## src/rtl/btb_predictor_nbit.sv

```systemverilog
// Branch target buffer with N-bit saturating direction counters, tag check, bulk flush and saturating stats.
// Lookup is combinational. Updates land on the next edge. There is no backpressure: every EX_brn strobe is absorbed.
module btb_predictor_nbit #(
   parameter int PC_BITS  = 5,
   parameter int ENTRIES  = 8,
   parameter int CNT_BITS = 2,
   parameter int STAT_W   = 16
) (
   input  logic               clk,
   input  logic               rst,
   input  logic [PC_BITS-1:0] F_pc,
   output logic               F_BP_taken,
   output logic [PC_BITS-1:0] F_BP_target_pc,
   input  logic               EX_brn,
   input  logic [PC_BITS-1:0] EX_pc,
   input  logic [PC_BITS-1:0] EX_target,
   input  logic               EX_true_taken,
   input  logic               EX_BP_taken,
   input  logic               flush,
   output logic [STAT_W-1:0]  stat_branches,
   output logic [STAT_W-1:0]  stat_mispred
);
   localparam int IDX_BITS = $clog2(ENTRIES);
   localparam int TAG_BITS = PC_BITS - IDX_BITS;
   localparam logic [CNT_BITS-1:0] CNT_MAX = '1;
   localparam logic [CNT_BITS-1:0] CNT_WT  = CNT_BITS'(1 << (CNT_BITS - 1));
   localparam logic [CNT_BITS-1:0] CNT_WNT = CNT_WT - CNT_BITS'(1);

   logic [ENTRIES-1:0]  r_valid;
   logic [TAG_BITS-1:0] r_tag    [ENTRIES];
   logic [PC_BITS-1:0]  r_target [ENTRIES];
   logic [CNT_BITS-1:0] r_cnt    [ENTRIES];
   logic [STAT_W-1:0]   r_stat_br;
   logic [STAT_W-1:0]   r_stat_mp;

   logic [IDX_BITS-1:0] w_f_idx;
   logic [TAG_BITS-1:0] w_f_tag;
   logic                w_f_hit;
   logic [IDX_BITS-1:0] w_ex_idx;
   logic [TAG_BITS-1:0] w_ex_tag;
   logic                w_ex_hit;
   logic                w_ex_mispred;

   assign w_f_idx  = F_pc[IDX_BITS-1:0];
   assign w_f_tag  = F_pc[PC_BITS-1:IDX_BITS];
   assign w_f_hit  = r_valid[w_f_idx] && (r_tag[w_f_idx] == w_f_tag);
   assign w_ex_idx = EX_pc[IDX_BITS-1:0];
   assign w_ex_tag = EX_pc[PC_BITS-1:IDX_BITS];
   assign w_ex_hit = r_valid[w_ex_idx] && (r_tag[w_ex_idx] == w_ex_tag);
   assign w_ex_mispred = EX_BP_taken != EX_true_taken;

   // Lookup reads the registered table only, so a same-cycle update is not bypassed.
   assign F_BP_taken     = w_f_hit && r_cnt[w_f_idx][CNT_BITS-1];
   assign F_BP_target_pc = F_BP_taken ? r_target[w_f_idx] : '0;
   assign stat_branches  = r_stat_br;
   assign stat_mispred   = r_stat_mp;

   always_ff @(posedge clk or negedge rst) begin
      if (!rst) begin
         r_valid <= '0;
         for (int i = 0; i < ENTRIES; i++) begin
            r_tag[i]    <= '0;
            r_target[i] <= '0;
            r_cnt[i]    <= CNT_WNT;
         end
      end else if (flush) begin
         r_valid <= '0;
      end else if (EX_brn) begin
         if (w_ex_hit) begin
            if (EX_true_taken) begin
               if (r_cnt[w_ex_idx] != CNT_MAX) r_cnt[w_ex_idx] <= r_cnt[w_ex_idx] + CNT_BITS'(1);
               r_target[w_ex_idx] <= EX_target;
            end else if (r_cnt[w_ex_idx] != '0) begin
               r_cnt[w_ex_idx] <= r_cnt[w_ex_idx] - CNT_BITS'(1);
            end
         end else if (EX_true_taken) begin
            r_valid[w_ex_idx]  <= 1'b1;
            r_tag[w_ex_idx]    <= w_ex_tag;
            r_target[w_ex_idx] <= EX_target;
            r_cnt[w_ex_idx]    <= CNT_WT;
         end
      end
   end

   // Statistics ignore flush and hold at all-ones.
   always_ff @(posedge clk or negedge rst) begin
      if (!rst) begin
         r_stat_br <= '0;
         r_stat_mp <= '0;
      end else if (EX_brn) begin
         if (r_stat_br != '1) r_stat_br <= r_stat_br + STAT_W'(1);
         if (w_ex_mispred && (r_stat_mp != '1)) r_stat_mp <= r_stat_mp + STAT_W'(1);
      end
   end
endmodule

```

## config.mk

```make
export PLATFORM = sky130hd
export DESIGN_NAME = btb_predictor_nbit
export DESIGN_NICKNAME = d
export VERILOG_FILES = /design/src/rtl/btb_predictor_nbit.sv
export SDC_FILE = /design/constraint.sdc
export NUM_CORES = 1
export LEC_CHECK = 0
export BUFFER_PORTS_ARGS = -buffer_cell sky130_fd_sc_hd__buf_2
export CORE_ASPECT_RATIO = 1.75
export CORE_MARGIN = 2
export CORE_UTILIZATION = 64
export CTS_CLUSTER_SIZE = 12
export DETAILED_ROUTE_END_ITERATION = 12
export GPL_TIMING_DRIVEN = 0
export PLACE_DENSITY_LB_ADDON = 0.25
export RECOVER_POWER = 50
export SLEW_MARGIN = 10
export SYNTH_ARGS = -nofsm -noshare
export SYNTH_HDL_FRONTEND = slang
export SYNTH_SLANG_ARGS = --single-unit
```

## constraint.sdc

```tcl
create_clock -name clk -period 6 [get_ports clk]
set_input_delay 0.3 -clock clk [delete_from_list [all_inputs] [get_ports clk]]
set_output_delay 0.3 -clock clk [all_outputs]
set_load 0.02 [all_outputs]
```

==> results.yml, run 1 <==
final_layout:
  layout_commonest_cell: "dfrtp_1"
  final_core_util: 0.747
  final_cell_mix: "dfrtp_1, mux2_2, buf_2"
  instances_no_fill: 667
  synthToLayoutAreaGrowth_pct: 13.0
  drive_above_1_share: 0.300
  num_antenna_cells: 0
  final_nets: 570
grt:
  antenna_found_initial: 0
  grt_pass1_vias: 4348
  grt_usage: 0.300
  grt_pass1_wl_mm: 21.7
  grt_max_degree: 68
  grt.overflow.total: 0
clock_network:
  cts_buffers: 9
  clock_path_buffers: 2
  cts_setup_buffers: 0
  cts_tree: "done"
  clk_latency_ps: 350
  cts_sinks: 112
  ctsResizeCount: 0
  postCtsHoldBufs: 1
  clk_pin_slew_worst_paths_ps: 70
  cts_max_level: 3
  cts-root-buf: "clkbuf_16"
yosys:
  ys_warn_count: 0
  ys_seq_area_frac: 0.491
  synth-xor-area-share: 0.0533
  yosysUniqueCellTypes: 59
  synthCells: 475
  syn_avg_cell_area_um2: 12.1
  async_reset_ff_frac: 1.00
  synth_edf_count: 0
  synth-simple-area-share: 0.117
  ys_seq_elements: 112
  synthAdderAreaFrac: 0.00874
  syn_area_um2: 5730
  synth_flop_cell: "dfrtp_1"
  synth-compound-area-share: 0.0660
  synth_top_family_by_area: "multiplexers"
  synth_fp_nets: 500
  synthMuxAreaShare: 0.231
place:
  portBuffers: 57
  gp_congestion: 0.942
  place_hpwl_mm: 9.58
  dp.cells: 650
  pre_cts_slack_ps: 3050
worst_setup_path:
  crit_path_start_kind: "input pin"
  crit_end: "F_BP_target_pc[3]"
  r2r_cells: 7
  r2r_setup_slack_ps: 3400
  cp-startpoint: "F_pc[0]"
  cp.required_ps: 5700
  rr_endpoint: "r_cnt[1]$_DFFE_PN0P_"
  worstPathMaxFanout: 10
  cp.arrival_ps: 2520
  worstSetupPathType: "input pin to output pin"
  rr_startpoint: "r_tag[14]$_DFFE_PN0P_"
  endpoint_kind: "output pin"
drt:
  routed_via_density: 6.12
  routed.top_layer: "met4"
  drt-pass1-iter-count: 5
  drtAntennaViolNets: 0
  vias: 4083
  drcViolationCount: 0
  met3_length_um: 536
  drtIter0Drc: 286
  met2WireLength_mm: 7.16
  met1_length_mm: 4.97
  post_drt_wl_per_cell_um: 20.0
  wl_mm: 13.4
sta:
  setup_viol: 0
  fin_crit_sh: 0.470
  slew_viol_final: 46
  worstMarginPinSlew_ps: 2600
  timing_hold_violations_final: 0
  tns_ps: 0
  grt_setup_unrepaired: "false"
  skew_ps: 6.77
  max_slew_margin: -0.731
  max_freq_ghz: 0.354
  fin_ws_ps: 3180
  layout_min_cycle_time_ps: 2820
floorplan:
  ios: 59
  dieHeight_um: 129
  die_x_um: 75.5
  start_util: 0.661
  rows: 45
  die-area_um2: 9750
  core_area_um2: 8670
power_and_ir_drop:
  p_leak_nw: 3.00
  ir_drop_mv: 0.312
  total_power_mw: 2.03
  p_per_area_nw_per_um2: 313
worst_hold_path:
  hp-class: "input pin to flip-flop"
outcome:
  violations: "capacitance limit, slew limit"
  outcome: "complete, but fails checks"
flow_run:
  maxCapViolCount: 1
## where the power goes
part	leakage [nW]	switching [mW]	internal (mW)
Combinational	1.45	0.215	0.198
Clock	0.146	0.269	0.347
Sequential	1.40	0.108	0.892
Total	3.00	0.592	1.44
## cell type report
class	count	area, µm²
Sequential cell	112	2810
Multi-Input combinational cell	318	2730
Fill cell	610	2200
Timing Repair Buffer	59	297
Clock buffer	13	260
Tap cell	117	146
Inverter	31	116
Buffer	14	73.8
Clock inverter	3	42.5
## state kept, by name, summed over array words and instances, names as in the netlist
signal         count
r_cnt             16
r_tag             16
stat_mispred      16
stat_branches     16
r_target          40
r_valid            8
## stage by stage
step           hold WS (ps)  cell area [µm²]
4_1_cts                 281             6510
3_3_place_gp            458             6160
2_1_floorplan          4.41             5730
3_5_place_dp            256             6190
6_report                280             6470
5_1_grt                 294             6470
## cell families (layout without fill, tap and decap cells)
| group | after synthesis | count (layout) |
|---|---|---|
| fa+ha+maj | 4 | 4 |
| buf+inv | 45 | 120 |
| xor+xnor | 34 | 34 |
| flops | 112 | 112 |
| simple gates | 128 | 128 |
| compound gates | 47 | 47 |
| mux | 105 | 105 |
## routing by layer
metal  track usage  up-vias
met5             0        -
met4         0.184        0
met3        0.0459       45
met2         0.504      129
met1         0.350     2066
li1              -     1843
## Yosys cell counts (2+ instances only)
cell type | number | area [µm²]
nor3_1 | 5 | 25.0
dfrtp_1 | 104 | 2600
nand2_1 | 34 | 128
inv_1 | 31 | 116
and3_1 | 7 | 43.8
clkbuf_1 | 7 | 26.3
nor2_1 | 19 | 71.3
mux2i_1 | 32 | 320
o21ai_2 | 3 | 26.3
ha_1 | 4 | 50.1
o22ai_1 | 3 | 18.8
xor2_1 | 9 | 78.8
nor2b_1 | 3 | 18.8
nor2_2 | 2 | 12.5
xnor2_1 | 24 | 210
buf_2 | 5 | 25.0
o21ai_0 | 12 | 60.1
or2_2 | 4 | 25.0
nand4_1 | 6 | 37.5
and2_1 | 2 | 12.5
a22oi_2 | 4 | 50.1
a22oi_1 | 2 | 15.0
nor4_1 | 2 | 12.5
nand3_1 | 23 | 115
mux4_2 | 16 | 360
o31ai_1 | 6 | 45.0
a21oi_1 | 3 | 15.0
nand3b_1 | 2 | 15.0
and4_1 | 2 | 17.5
nand2b_1 | 6 | 37.5
mux2_2 | 57 | 642
buf_6 | 2 | 22.5
dfstp_2 | 8 | 210
## worst min-delay path by stage
| stage | from | endpoint | slack, ps | cells after the start |
|---|---|---|---|---|
| finish | EX_target[4] | r_target[9]$_DFFE_PN0P_ | 280 | 2 |
| global route | EX_target[4] | r_target[34]$_DFFE_PN0P_ | 290 | 2 |
| CTS | EX_target[4] | r_target[9]$_DFFE_PN0P_ | 280 | 2 |
| detailed placement | rst | r_cnt[13]$_DFFE_PN0P_ | 260 | 1 |
| global placement | r_cnt[6]$_DFFE_PN1P_ | r_cnt[6]$_DFFE_PN1P_ | 460 | 2 |
| floorplan | rst | r_cnt[11]$_DFFE_PN0P_ | 4 | 0 |
## worst max-delay path: stages
cell and delay, ps:
buf_2 150, clkbuf_1 450, mux4_2 580, mux2i_1 170
xor2_1 170, nand3_1 330, nor2_1 190, buf_2 190
(Power assumes the default switching activity.)
==> run 2, diff against run 1 <==
--- a/config.mk
+++ b/config.mk
@@ -8,7 +8,7 @@
 export BUFFER_PORTS_ARGS = -buffer_cell sky130_fd_sc_hd__buf_2
 export CORE_ASPECT_RATIO = 1.75
 export CORE_MARGIN = 2
-export CORE_UTILIZATION = 64
+export CORE_UTILIZATION = 53
 export CTS_CLUSTER_SIZE = 12
 export DETAILED_ROUTE_END_ITERATION = 12
 export GPL_TIMING_DRIVEN = 0
==> constraint.sdc (replaced) <==
create_clock -name clk -period 2.55 [get_ports clk]
set_input_delay 0.1275 -clock clk [delete_from_list [all_inputs] [get_ports clk]]
set_output_delay 0.1275 -clock clk [all_outputs]
set_load 0.02 [all_outputs]
==> results.yml, run 2 (synthesis gave the netlist of run 1 again) <==
clock_network:
  cts_sinks: 112
  cts_buffers: 9
  cts-root-buf: "clkbuf_16"
  cts_tree: "done"
  clock_path_buffers: 2
  cts_max_level: 3
  clk_latency_ps: 350
  cts_setup_buffers: 0
  clk_pin_slew_worst_paths_ps: 70
place:
  pre_cts_slack_ps: -259
  dp.cells: 663
  portBuffers: 57
  gp_congestion: 0.930
  place_hpwl_mm: 9.58
sta:
  max_slew_margin: -0.299
  slew_viol_final: 33
  layout_min_cycle_time_ps: 2470
  fin_ws_ps: 82.8
  max_freq_ghz: 0.405
  timing_hold_violations_final: 0
  skew_ps: 7.33
  setup_viol: 0
  grt_setup_unrepaired: "true"
  fin_crit_sh: 0.968
  worstMarginPinSlew_ps: 1950
power_and_ir_drop:
  ir_drop_mv: 0.636
  p_leak_nw: 3.03
  p_per_area_nw_per_um2: 730
drt:
  drtIter0Drc: 270
  routed_via_density: 5.93
  post_drt_wl_per_cell_um: 19.4
  vias: 4031
  drtAntennaViolNets: 0
  drt-pass1-iter-count: 4
  drcViolationCount: 0
  wl_mm: 13.2
final_layout:
  final_cell_mix: "dfrtp_1, mux2_2, buf_2"
  synthToLayoutAreaGrowth_pct: 13.9
  num_antenna_cells: 0
  regMostFlops: "r_target"
  final_nets: 570
  instances_no_fill: 680
  drive_above_1_share: 0.329
  largest_reg_flops: 40
  n_fill_cell: 852
  layout_commonest_cell: "dfrtp_1"
  final_core_util: 0.614
worst_setup_path:
  crit_family: "simple AND/OR/NAND/NOR gates"
  cp.arrival_ps: 2700
  endpoint_kind: "flip-flop"
  worstPathMaxFanout: 9
  crit_path_start_kind: "flip-flop"
  worstSetupPathType: "flip-flop to flip-flop"
  cpMaxStageDelayCell: "or4_1"
  crit_chain: "or3b_2, a21oi_2, or4_1, a21oi_4, nand2_2, nand3_1, mux2_2"
  critPathBufInv: 0
  cp.required_ps: 2790
  max_stage_delay_ps: 560
outcome:
  outcome: "complete, but fails checks"
  violations: "capacitance limit, slew limit"
grt:
  grt_pass1_wl_mm: 21.3
  grt_util_met2: 0.402
  top_usage_layer: "met2"
  antenna_found_initial: 0
  grt_pass1_vias: 4214
  met3_usage: 0.0464
  grt.overflow.total: 0
  grt_max_degree: 81
  grt_usage: 0.244
  use_met1: 0.296
floorplan:
  dieHeight_um: 142
  rows: 50
  start_util: 0.539
  die_x_um: 82.6
  ios: 59
  core_area_um2: 10600
  die-area_um2: 11700
flow_run:
  maxCapViolCount: 1
worst_hold_path:
  hp-class: "input pin to flip-flop"
[run 2: changes by cell type in the layout (fill, tap and decap cells not counted), moves of 2 or more]
cell,previous run,this run
clkbuf_8,2,0
inv_6,0,3
clkbuf_2,0,2
buf_2,41,47
clkbuf_1,30,20
nor2_1,19,17
nor2_2,2,4
[run 2: stage by stage]
step	hold WS, ps	setup TNS (ps)	cell area [µm²]	total power, mW
after CTS	109	0	6530	4.79
after detailed placement	40.7	-2570	6210	3.35
after global routing	127	-143	6530	4.99
after floorplan	-168	0	5730	3.01
after global placement	457	-1700	6180	3.29
final	112	0	6530	4.76
[run 2: final cells by class]
class                   count  area (µm²)  share of cell area
repair buffers             59         305              0.0468
inverters                  31         116              0.0178
multi-input cells         318        2750               0.421
clock buffers              10         229              0.0351
clock inverters             6        72.6              0.0111
plain buffers              14        78.8              0.0121
flip-flops and latches    112        2810               0.431
well taps                 130         163              0.0249
[run 2: per-layer routing]
layer  wire length, µm  up-vias
met1              5150     2032
li1                  -     1838
met3               570       34
met5                 0        -
met4               561        0
met2              6910      127
[run 2: where the power goes]
group          switching [mW]  internal (mW)  leakage, nW
Sequential              0.239           2.10         1.40
Clock                   0.665          0.776        0.144
Combinational           0.512          0.473         1.49
Total                    1.42           3.35         3.03
[run 2: repair_timing]
item	CTS	global route
endpoints found under the hold margin	32	0
cloned	0	0
resized for setup	2	8
pin swaps	0	2
endpoints found under the setup margin	11	31
hold buffers	1	0
[run 2: worst reg2reg max path, delay by kind of cell (launching register included)]
family	cells	cell delay [ps]
flip-flops	1	400
AO/OA/AOI/OAI	2	350
AND/OR/NAND/NOR	4	1230
multiplexers	1	370
[run 2: final timing paths]
kind / endpoint / startpoint / slack, ps / depth (start not counted)
worst max-delay path: r_tag[14]$_DFFE_PN0P_ / r_tag[14]$_DFFE_PN0P_ / 80 / 7
worst min-delay path: r_target[34]$_DFFE_PN0P_ / EX_target[4] / 110 / 2
worst max register to register: r_tag[14]$_DFFE_PN0P_ / r_tag[14]$_DFFE_PN0P_ / 80 / 7
worst min register to register: r_cnt[4]$_DFFE_PN1P_ / r_cnt[4]$_DFFE_PN1P_ / 480 / 2
max in group asynchronous: stat_branches[9]$_DFFE_PN0P_ / rst / 530 / 3
min in group asynchronous: r_target[36]$_DFFE_PN0P_ / rst / 860 / 2
==> run 3, diff against run 2 <==
--- a/config.mk
+++ b/config.mk
@@ -11,6 +11,7 @@
 export CORE_UTILIZATION = 53
 export CTS_CLUSTER_SIZE = 12
 export DETAILED_ROUTE_END_ITERATION = 12
+export GPL_ROUTABILITY_DRIVEN = 0
 export GPL_TIMING_DRIVEN = 0
 export PLACE_DENSITY_LB_ADDON = 0.25
 export RECOVER_POWER = 50
==> constraint.sdc (replaced) <==
create_clock -name clk -period 2.55 [get_ports clk]
set_input_delay 0.3825 -clock clk [delete_from_list [all_inputs] [get_ports clk]]
set_output_delay 0.3825 -clock clk [all_outputs]
set_load 0.1 [all_outputs]
==> results.yml, run 3 (synthesis gave the netlist of run 1 again) <==
outcome:
  outcome: "complete, but fails checks"
  violations: "setup timing"
place:
  dp.cells: 663
  pre_cts_slack_ps: -498
  place_hpwl_mm: 9.65
  portBuffers: 57
grt:
  grt_pass1_wl_mm: 21.8
  antenna_found_initial: 0
  grt_max_degree: 79
  grt_pass1_vias: 4440
  grt_usage: 0.250
  grt.overflow.total: 0
worst_hold_path:
  whs_endpoint: "r_target[38]$_DFFE_PN0P_"
  holdCritStartpoint: "EX_target[3]"
  hold_depth: 2
  hp-class: "input pin to flip-flop"
final_layout:
  final_cell_mix: "dfrtp_1, mux2_2, buf_2"
  largest_reg_flops: 40
  regMostFlops: "r_target"
  layout_commonest_cell: "dfrtp_1"
  synthToLayoutAreaGrowth_pct: 20.8
  instances_no_fill: 693
  num_antenna_cells: 0
  drive_above_1_share: 0.412
  register_area_um2: 2830
  final_core_util: 0.651
  n_fill_cell: 809
  final_nets: 583
  multi_input_area_um2: 2910
power_and_ir_drop:
  switchingPower_mw: 2.08
  ir_drop_mv: 1.25
  switching_share: 0.378
  power_frac_comb: 0.299
  p_per_area_nw_per_um2: 794
  clockPowerShare: 0.275
  seqPwrFrac: 0.426
  p_leak_nw: 3.12
  intPower_mw: 3.42
sta:
  max_freq_ghz: 0.376
  slew_viol_final: 0
  setup_viol: 6
  max_slew_margin: 0.220
  skew_ps: 6.93
  tns_ps: -584
  timing_hold_violations_final: 0
  worstMarginPinSlew_ps: 1170
  grt_setup_unrepaired: "true"
  fin_crit_sh: 1.04
  fin_hold_ws_ps: 351
  layout_min_cycle_time_ps: 2660
  fin_ws_ps: -110
worst_setup_path:
  critPathBufInv: 2
  worstPathMaxFanout: 6
  crit_top_cell: "buf_12"
  cp.arrival_ps: 2280
  rr_endpoint: "r_tag[10]$_DFFE_PN0P_"
  cp-startpoint: "r_tag[8]$_DFFE_PN0P_"
  r2r_cells: 9
  crit_path_start_kind: "flip-flop"
  crit_chain: "mux4_2, mux2i_1, xor2_1, nand3_4, buf_12, nor2_4, buf_12"
  r2r_setup_slack_ps: 90
  crit_family: "multiplexers"
  worstSetupPathType: "flip-flop to output pin"
  max_stage_delay_ps: 480
  endpoint_kind: "output pin"
  cpMaxStageDelayCell: "mux4_2"
  cp.required_ps: 2170
  crit_cells: 7
  rr_startpoint: "r_tag[2]$_DFFE_PN0P_"
floorplan:
  die_x_um: 82.6
  die-area_um2: 11700
  start_util: 0.539
  core_area_um2: 10600
  rows: 50
  ios: 59
  dieHeight_um: 142
drt:
  vias: 4169
  wl_mm: 13.7
  drt-pass1-iter-count: 5
  post_drt_wl_per_cell_um: 19.8
  drtAntennaViolNets: 0
  drtIter0Drc: 241
  routed_via_density: 6.02
  drcViolationCount: 0
clock_network:
  clk_latency_ps: 360
  clk_pin_slew_worst_paths_ps: 80
  cts_max_level: 3
  clock_path_buffers: 2
  cts_sinks: 112
  cts_buffers: 9
  cts_tree: "done"
  cts-root-buf: "clkbuf_16"
flow_run:
  maxCapViolCount: 0
## run 3: timing repair
item | CTS | global route
gates resized for setup | 30 | 25
pin swaps | 2 | 8
setup buffers | 6 | 7
endpoints found under the setup margin | 18 | 38
hold buffers | 1 | 0
hold endpoints to repair | 26 | 0
## run 3: layer usage
metal  GRT usage  wire length [µm]  part of all wire  up-vias
met5           0                 0                 0        -
met4       0.134               663             0.048        0
met3      0.0452               653             0.048       49
met2       0.424              7190              0.53      161
met1       0.292              5180              0.38     2096
li1            -                 -                 -     1863
## run 3: final cells by class
class	instances	area share
buffer	14	0.0128
clock buffer	9	0.0325
clock inverter	7	0.0141
inverter	31	0.0174
multi-input combinational	318	0.420
sequential	112	0.409
tap	130	0.0235
timing repair buffer	72	0.0701
## run 3: metrics by stage
step	total power [mW]	instance area [µm²]
2_1_floorplan	3.60	5810
5_1_grt	5.72	6920
3_3_place_gp	3.89	6260
4_1_cts	5.50	6790
3_5_place_dp	3.95	6290
6_report	5.49	6920
## run 3: how the worst max path moves through the flow
| stage | endpoint |
|---|---|
| 2_1_floorplan | F_BP_target_pc[0] |
| 3_3_place_gp | r_cnt[1]$_DFFE_PN0P_ |
| 3_5_place_dp | r_cnt[15]$_DFFE_PN0P_ |
| 4_1_cts | F_BP_target_pc[3] |
| 5_1_grt | F_BP_target_pc[3] |
| 6_report | F_BP_target_pc[3] |
## run 3: power groups by stage
stage	Clock [mW]	Sequential [mW]	Combinational, mW
after floorplan	0	2.98	0.613
after global placement	0	2.35	1.54
after detailed placement	0	2.37	1.58
after CTS	1.55	2.34	1.61
after global routing	1.60	2.38	1.74
final	1.51	2.34	1.64
